$ cat config.mk
export PLATFORM = sky130hd
export DESIGN_NAME = seq_div_16x8
export DESIGN_NICKNAME = d
export VERILOG_FILES = /design/src/rtl/seq_div_pkg.sv /design/src/rtl/seq_div_16x8_div_step.sv /design/src/rtl/seq_div_16x8.sv
export SDC_FILE = /design/constraint.sdc
export NUM_CORES = 1
export LEC_CHECK = 0
export BUFFER_PORTS_ARGS = -buffer_cell sky130_fd_sc_hd__buf_2
export CORE_MARGIN = 5
export CORE_UTILIZATION = 50
export DETAILED_ROUTE_END_ITERATION = 12
export PLACE_DENSITY = 0.82
export SLEW_MARGIN = 10
export SYNTH_ARGS = -nofsm -noshare
export SYNTH_HDL_FRONTEND = slang
export SYNTH_SLANG_ARGS = --single-unit
$ cat constraint.sdc
create_clock -name clk -period 2.9 [get_ports clk]
set_clock_uncertainty 0.05 [all_clocks]
set_input_delay 0.435 -clock clk [delete_from_list [all_inputs] [get_ports clk]]
set_output_delay 0.435 -clock clk [all_outputs]
set_load 0.005 [all_outputs]
$ cat src/rtl/seq_div_pkg.sv
// ============================================================================
// Module : seq_div_pkg
// Brief  : Shared state encoding, default width and counter sizing for seq_div_16x8.
// Rev    : 1.0
// ============================================================================
`default_nettype none
`timescale 1ns/1ps

package seq_div_pkg;

  typedef enum logic [1:0] {
    IDLE = 2'b00,
    RUN  = 2'b01,
    DONE = 2'b10
  } state_t;

  localparam int DW_DEF = 8;

  // Counter must hold the value 2*DW itself, hence the +1.
  function automatic int cnt_w(input int dw);
    return $clog2(2 * dw + 1);
  endfunction

endpackage

`default_nettype wire

$ cat src/rtl/seq_div_16x8_div_step.sv
// ============================================================================
// Module : div_step
// Brief  : One combinational restoring-division iteration (shift, trial subtract, restore).
// Rev    : 1.0
// ============================================================================
`default_nettype none
`timescale 1ns/1ps

module div_step #(
  parameter int DW = 8
) (
  input  logic [DW:0]   i_rem,
  input  logic          i_bit,
  input  logic [DW-1:0] i_divisor,
  output logic [DW:0]   o_rem,
  output logic          o_q
);

  logic [DW+1:0] w_shift;
  logic [DW:0]   w_diff;
  logic          w_ge;

  assign w_shift = {i_rem, i_bit};
  // The full-width compare decides the sign; the truncated difference is exact whenever it is used.
  assign w_ge    = (w_shift >= {2'b00, i_divisor});
  assign w_diff  = w_shift[DW:0] - {1'b0, i_divisor};
  assign o_rem   = w_ge ? w_diff : w_shift[DW:0];
  assign o_q     = w_ge;

endmodule

`default_nettype wire

$ cat src/rtl/seq_div_16x8.sv
// ============================================================================
// Module : seq_div_16x8
// Brief  : Sequential restoring divider, 2*DW-bit dividend by DW-bit divisor, valid/ready I/O.
//          Optional macro SEQ_DIV_ZERO_FLAG_EN adds div_zero and a fast divide-by-zero path.
// Rev    : 1.0
// ============================================================================
`default_nettype none
`timescale 1ns/1ps

module seq_div_16x8
  import seq_div_pkg::*;
#(
  parameter int DW = DW_DEF
) (
  input  logic            clk,
  input  logic            rst_n,
  input  logic            in_valid,
  output logic            in_ready,
  input  logic [2*DW-1:0] dividend,
  input  logic [DW-1:0]   divisor,
  output logic            out_valid,
  input  logic            out_ready,
  output logic [2*DW-1:0] quotient,
  output logic [DW-1:0]   remainder
`ifdef SEQ_DIV_ZERO_FLAG_EN
  ,
  output logic            div_zero
`endif
);

  localparam int            CW      = cnt_w(DW);
  localparam logic [CW-1:0] c_NITER = CW'(2 * DW);

  state_t          r_state;
  state_t          w_state_nxt;
  logic [2*DW-1:0] r_quo;
  logic [DW:0]     r_rem;
  logic [DW-1:0]   r_div;
  logic [CW-1:0]   r_cnt;
  logic            r_dz;
  logic [DW:0]     w_rem_nxt;
  logic            w_qbit;
  logic            w_zero_in;

  assign w_zero_in = (divisor == '0);

  div_step #(.DW(DW)) u_step (
    .i_rem     (r_rem),
    .i_bit     (r_quo[2*DW-1]),
    .i_divisor (r_div),
    .o_rem     (w_rem_nxt),
    .o_q       (w_qbit)
  );

  always_ff @(posedge clk) begin
    if (!rst_n) begin
      r_state <= IDLE;
    end else begin
      r_state <= w_state_nxt;
    end
  end

  always_comb begin
    w_state_nxt = r_state;
    in_ready    = 1'b0;
    out_valid   = 1'b0;
    case (r_state)
      IDLE: begin
        in_ready = 1'b1;
        if (in_valid) begin
`ifdef SEQ_DIV_ZERO_FLAG_EN
          w_state_nxt = w_zero_in ? DONE : RUN;
`else
          w_state_nxt = RUN;
`endif
        end
      end
      RUN: begin
        if (r_cnt == CW'(1)) begin
          w_state_nxt = DONE;
        end
      end
      DONE: begin
        out_valid = 1'b1;
        if (out_ready) begin
          w_state_nxt = IDLE;
        end
      end
      default: w_state_nxt = IDLE;
    endcase
  end

  always_ff @(posedge clk) begin
    if (!rst_n) begin
      r_quo     <= '0;
      r_rem     <= '0;
      r_div     <= '0;
      r_cnt     <= '0;
      r_dz      <= 1'b0;
      quotient  <= '0;
      remainder <= '0;
`ifdef SEQ_DIV_ZERO_FLAG_EN
      div_zero  <= 1'b0;
`endif
    end else begin
      case (r_state)
        IDLE: begin
          if (in_valid) begin
            r_quo <= dividend;
            r_rem <= '0;
            r_div <= divisor;
            r_cnt <= c_NITER;
            r_dz  <= w_zero_in;
`ifdef SEQ_DIV_ZERO_FLAG_EN
            if (w_zero_in) begin
              r_cnt     <= '0;
              quotient  <= '1;
              remainder <= dividend[DW-1:0];
              div_zero  <= 1'b1;
            end
`endif
          end
        end
        RUN: begin
          r_quo <= {r_quo[2*DW-2:0], w_qbit};
          r_rem <= w_rem_nxt;
          r_cnt <= r_cnt - CW'(1);
          if (r_cnt == CW'(1)) begin
            // With a zero divisor the partial remainder is just the dividend's low bits.
            quotient  <= r_dz ? '1 : {r_quo[2*DW-2:0], w_qbit};
            remainder <= w_rem_nxt[DW-1:0];
`ifdef SEQ_DIV_ZERO_FLAG_EN
            div_zero  <= 1'b0;
`endif
          end
        end
        default: ;
      endcase
    end
  end

endmodule

`default_nettype wire

# After elaboration in Yosys (flattened, before gate mapping)
# Cells that the tools add are included.
# op_classes
addsub	2
n_lt_le_gt_ge	1
n_eq_ne	6
mux	14
n_reduce_logical	7
# ops
cell	count
16-bit two-way mux	2
16-bit one-hot mux with 2 select lines	1
9-bit two-way mux	2
9-bit one-hot mux with 2 select lines	1
10-bit by 8-bit >= comparator with 1-bit output	1
5-bit one-hot mux with 2 select lines	1
9-bit by 8-bit subtractor with 9-bit output	1
8-bit logical NOT	1
2-bit two-way mux	3
2-bit != test, second input constant	3
2-bit one-hot mux with 3 select lines	1
2-bit AND reduction	3
5-bit by 1-bit equality test with 1-bit output, second input constant	1
5-bit two-way mux	1
5-bit by 1-bit subtractor with 5-bit output, second input constant	1
3-bit AND reduction	1
2-bit by 1-bit equality test with 1-bit output, second input constant	1
2-bit equality test, second input constant	1
2-bit logical NOT	1
1-bit two-way mux	2
2-bit nonzero test	1
# word_totals
ff_bits	65
in_bits	28
output_inout_bits	26
elab_cells	38

# Depth between registers and ports, before layout
# depth
ltp_word	3
mapped_depth	10
depth_no_buf	9

# Cells and area by module
# From an unflattened synthesis, not the netlist that was laid out.
# hier_totals
cells_unflattened	385
hier_area_um2	3382.0
# modules_own_cells
module	instances	cells_per_inst	area_each_um2	seq_area_each_um2
seq_div_16x8	1	310	2859.0	1301.2
div_step	1	75	523.0	0.0

# Worst setup path after synthesis
# OpenSTA, ideal clock, no wires.
# synth_path
path_kind	register -> register
start	register r_quo[15]
end	register r_rem[6]
setup_ns	0.120
arrival_time_ns	1.801
required_ns	2.730
path_slack_ns	0.929
stages_incl_launch_ff	11
n_path_buf	1
synth_period_minus_slack_ns	1.971
cell_sequence	dfxtp_1 > inv_1 > ha_1 > inv_1 > fa_1 > nand3_1 > and3_1 > o211a_1 > buf_6 > a21oi_1 > o31a_1
# synth_via
elab_chain_len	3
word_cells_on_any_way	4
cone_classes	1 x add/sub; 1 x order compare; 2 x mux
# synth_lines
element	line	text
start: declaration	seq_div_16x8.sv:36	logic [2*DW-1:0] r_quo;
start signal: assignment	seq_div_16x8.sv:109	r_quo <= dividend;
start signal: assignment	seq_div_16x8.sv:125	r_quo <= {r_quo[2*DW-2:0], w_qbit};
9-bit by 8-bit subtractor with 9-bit output / 10-bit by 8-bit >= comparator with 1-bit output (equally long branches)	seq_div_16x8_div_step.sv:26, seq_div_16x8_div_step.sv:25	
9-bit two-way mux *	seq_div_16x8_div_step.sv:27	assign o_rem = w_ge ? w_diff : w_shift[DW:0];
9-bit one-hot mux with 2 select lines *	seq_div_16x8.sv:106	case (r_state)
end signal: assignment	seq_div_16x8.sv:126	r_rem <= w_rem_nxt;
end: declaration	seq_div_16x8.sv:37	logic [DW:0] r_rem;
# Mark *: on every way between the ends. The rest lies on a longest branch, timed or not.
# A chain may end at the register's enable or synchronous reset.

# Worst setup path after layout
# layout_path
start	register r_quo[15]
end	register remainder[4]
# layout_via
elab_chain_len	2
word_cells_on_any_way	3
cone_classes	1 x add/sub; 1 x order compare; 1 x mux
# layout_lines
element	line	text
9-bit by 8-bit subtractor with 9-bit output / 10-bit by 8-bit >= comparator with 1-bit output (equally long branches)	seq_div_16x8_div_step.sv:26, seq_div_16x8_div_step.sv:25	
9-bit two-way mux *	seq_div_16x8_div_step.sv:27	
end signal: assignment	seq_div_16x8.sv:131	remainder <= w_rem_nxt[DW-1:0];
end: declaration	seq_div_16x8.sv:24	output logic [DW-1:0] remainder
# Marked as above.

==> results.toml <==
[power]
p_sw_w = 0.0008089
p_leak_nw = 1.566
p_seq_share_pct = 39.9
max-vdd-ir-drop_mv = 0.2966
p_int_w = 0.001759
p_clk_share_pct = 34.3
p_per_area_nw_per_um2 = 696.1
combPwrFrac_pct = 25.8
p_sw_share_pct = 31.50

[timing]
fin_crit_sh_pct = 85.16
finalSetupViolCount = 0
fmax_mhz = 404.9
maxSlewViolCount = 0
worstMarginPinSlew_ns = 0.7842
slew_headroom_pct = 47.72
finalHoldViolCount = 0
rsz0062_at_grt = "false"
setup_ws_ns = 0.4302
layout_min_cycle_time_ns = 2.470
setup_tns_ns = 0

[finish]
final_cell_mix = "dfxtp_1, buf_2, nor2_1"
fin_nets = 472
drive_above_1_share_pct = 19.86
final_core_util_pct = 58.78
syn2layout_area_growth_pct = 15.83
stdcell_count = 515
mostFrequentLayoutCell = "dfxtp_1"
fillers = 544
antenna_cells = 0

[min_path]
min_from = "divisor[6]"
hold_path.class = "primary input to flop"
worstHoldEndpoint = "r_div[6]$_SDFFE_PN0P_"
hold_depth = 3

[cts]
cts-root-buf = "clkbuf_8"
cts_max_path_buffers = 2
insertion_delay_ns = 0.36
ctsResizeCount = 0
clock-sinks = 65
numCtsBuffers = 9
post-cts-setup-buffers = 0
tritoncts = "built"
clk_pin_slew_ns = 0.07
hold_buffers = 0
htreeDepth = 3

[worst_setup_path]
rr_endpoint = "remainder[4]$_SDFFE_PN0P_"
cp_data_required_time_ns = 3.05
crit_type = "flop to flop"
cp-start-kind = "flop"
r2r_setup_slack_ns = 0.43
r2r-start = "r_quo[15]$_SDFFE_PN0P_"
crit_fanout = 20
end_kind = "flop"
r2r_cells = 9
arrival_ns = 2.62

[placed_design]
placed_cells = 499
hpwl_mm = 5.458
port_buffers = 53
gp_congestion = 0.8338
dp_slack_ns = 0.4264

[drt]
firstDrtPassIters = 4
drc = 0
vias_per_cell = 5.635
wl_per_cell_um = 14.82
wl_mm = 7.633
initialDrtViolationCount = 296
vias = 2902
ant_nets = 0

[grt]
grt_pass1_wl_mm = 12.88
grt_max_degree = 36
antenna_found_initial = 0
track_usage_pct = 19.10
grt_pass1_vias = 2701
gr-total-overflow = 0

[yosys]
netlist_area_um2 = 3186
synth_largest_area_cell = "dfxtp_1"
yosys_warnings = 0
synth_top_area_share_pct = 40.85
synth.distinct_cells = 52
synth_top_family_by_area = "simple AND/OR/NAND/NOR gates"
synth-edff-count = 0
ys_async_sr_fraction_pct = 0
syn-num-nets = 431
ys_seq_area_share_pct = 40.85
syn_avg_cell_area_um2 = 8.126
postSynthCellCount = 392
synth-xor-area-share_pct = 1.100
ys_ff_latch = 65
synth_area_leaders = "dfxtp_1, a21oi_1, nor2_1"
synthAdderAreaFrac_pct = 4.556
synth_compound_area_share_pct = 20.23
synthMuxAreaShare_pct = 1.885
synth_ff_type = "dfxtp_1"
synthSimpleGateAreaFrac_pct = 25.41

[run]
max-cap-violations = 0

[floorplanning]
dieArea_um2 = 8068
core_um2 = 6277
ioPinCount = 54
rows = 29
dieWidth_um = 89.82
initial_core_util_pct = 50.75
die_y_um = 89.82

[status]
status = "finished clean"
## through the flow
| stage | instance area, um2 | hold WS, ns | total power [W] |
|---|---|---|---|
| finish | 3690 | 0.2801 | 0.002568 |
| global route | 3690 | 0.2794 | 0.002705 |
| CTS | 3690 | 0.2784 | 0.002571 |
| detailed placement | 3462 | 0.3958 | 0.001702 |
| global placement | 3462 | 0.3910 | 0.001678 |
| floorplan | 3186 | 0.3763 | 0.001583 |
## registers in the layout, indices dropped and copies added (netlist names)
name	count
quotient	16
r_state	2
r_div	8
r_dz	1
remainder	8
r_rem	9
r_cnt	5
r_quo	16
## Yosys cell counts (all sizes together), types with 2 or more instances
cell type / instances
nor4: 2
a211oi: 4
clkbuf: 18
nand4: 5
buf: 12
nand2: 32
nand3: 10
inv: 14
nor4b: 2
nor2: 48
a32oi: 2
nand2b: 4
mux2i: 6
o31a: 2
o221a: 15
o21ai: 15
or4: 2
nor3: 33
nor2b: 17
and2: 5
o21a: 6
ha: 10
xor2: 3
a21oi: 40
dfxtp: 65
nor3b: 2
or2: 2
## routing by layer
metal	routed length [um]	GRT usage (%)	share of wire (%)	vias up
li1	-	-	-	1464
met1	3444	25.10	45	1332
met2	3530	29.39	46	86
met3	453	4.174	5.9	20
met4	204	9.698	2.7	0
met5	0	0	0	-
## cell families after synthesis
| group | after synthesis |
|---|---|
| AND/OR/NAND/NOR | 167 |
| buffers and inverters | 44 |
| multiplexers | 6 |
| XOR/XNOR | 4 |
| adder cells (fa/ha/maj) | 11 |
| flip-flops | 65 |
| AO/OA/AOI/OAI | 95 |
## worst max-delay path, cell delays in order, from the launching register on
cell and delay, ns:
dfxtp_1 0.33, inv_1 0.08, ha_1 0.15, inv_1 0.05, fa_1 0.40, nand3_1 0.13, and3_1 0.15, o211a_1 0.57
mux2i_1 0.30, a211oi_1 0.10
## power by group through the flow
stage | registers [W] | clock network (W) | logic (W)
floorplan | 0.00103 | 0 | 0.000555
global route | 0.00103 | 0.000928 | 0.000742
detailed placement | 0.00104 | 0 | 0.000658
finish | 0.00103 | 0.000880 | 0.000662
global placement | 0.00104 | 0 | 0.000637
CTS | 0.00102 | 0.000887 | 0.000660
## worst max-delay path by stage
stage	from	cells after the start	endpoint
6_report	r_quo[15]$_SDFFE_PN0P_	9	remainder[4]$_SDFFE_PN0P_
3_5_place_dp	r_quo[15]$_SDFFE_PN0P_	9	remainder[3]$_SDFFE_PN0P_
3_3_place_gp	r_quo[15]$_SDFFE_PN0P_	9	r_rem[6]$_SDFFE_PN0P_
4_1_cts	r_quo[15]$_SDFFE_PN0P_	9	r_rem[6]$_SDFFE_PN0P_
5_1_grt	r_quo[15]$_SDFFE_PN0P_	9	remainder[4]$_SDFFE_PN0P_
2_1_floorplan	r_quo[15]$_SDFFE_PN0P_	10	r_rem[6]$_SDFFE_PN0P_
## cell type report
class / count / area (um2) / share of cell area (%)
Tap cell: 77 / 96.34 / 2.611
Inverter: 14 / 52.55 / 1.424
Clock buffer: 11 / 141.4 / 3.832
Sequential cell: 65 / 1301 / 35.27
Multi-Input combinational cell: 283 / 1694 / 45.91
Clock inverter: 5 / 86.33 / 2.340
Timing Repair Buffer: 60 / 317.8 / 8.613
Power figures use the tool's default switching activity.
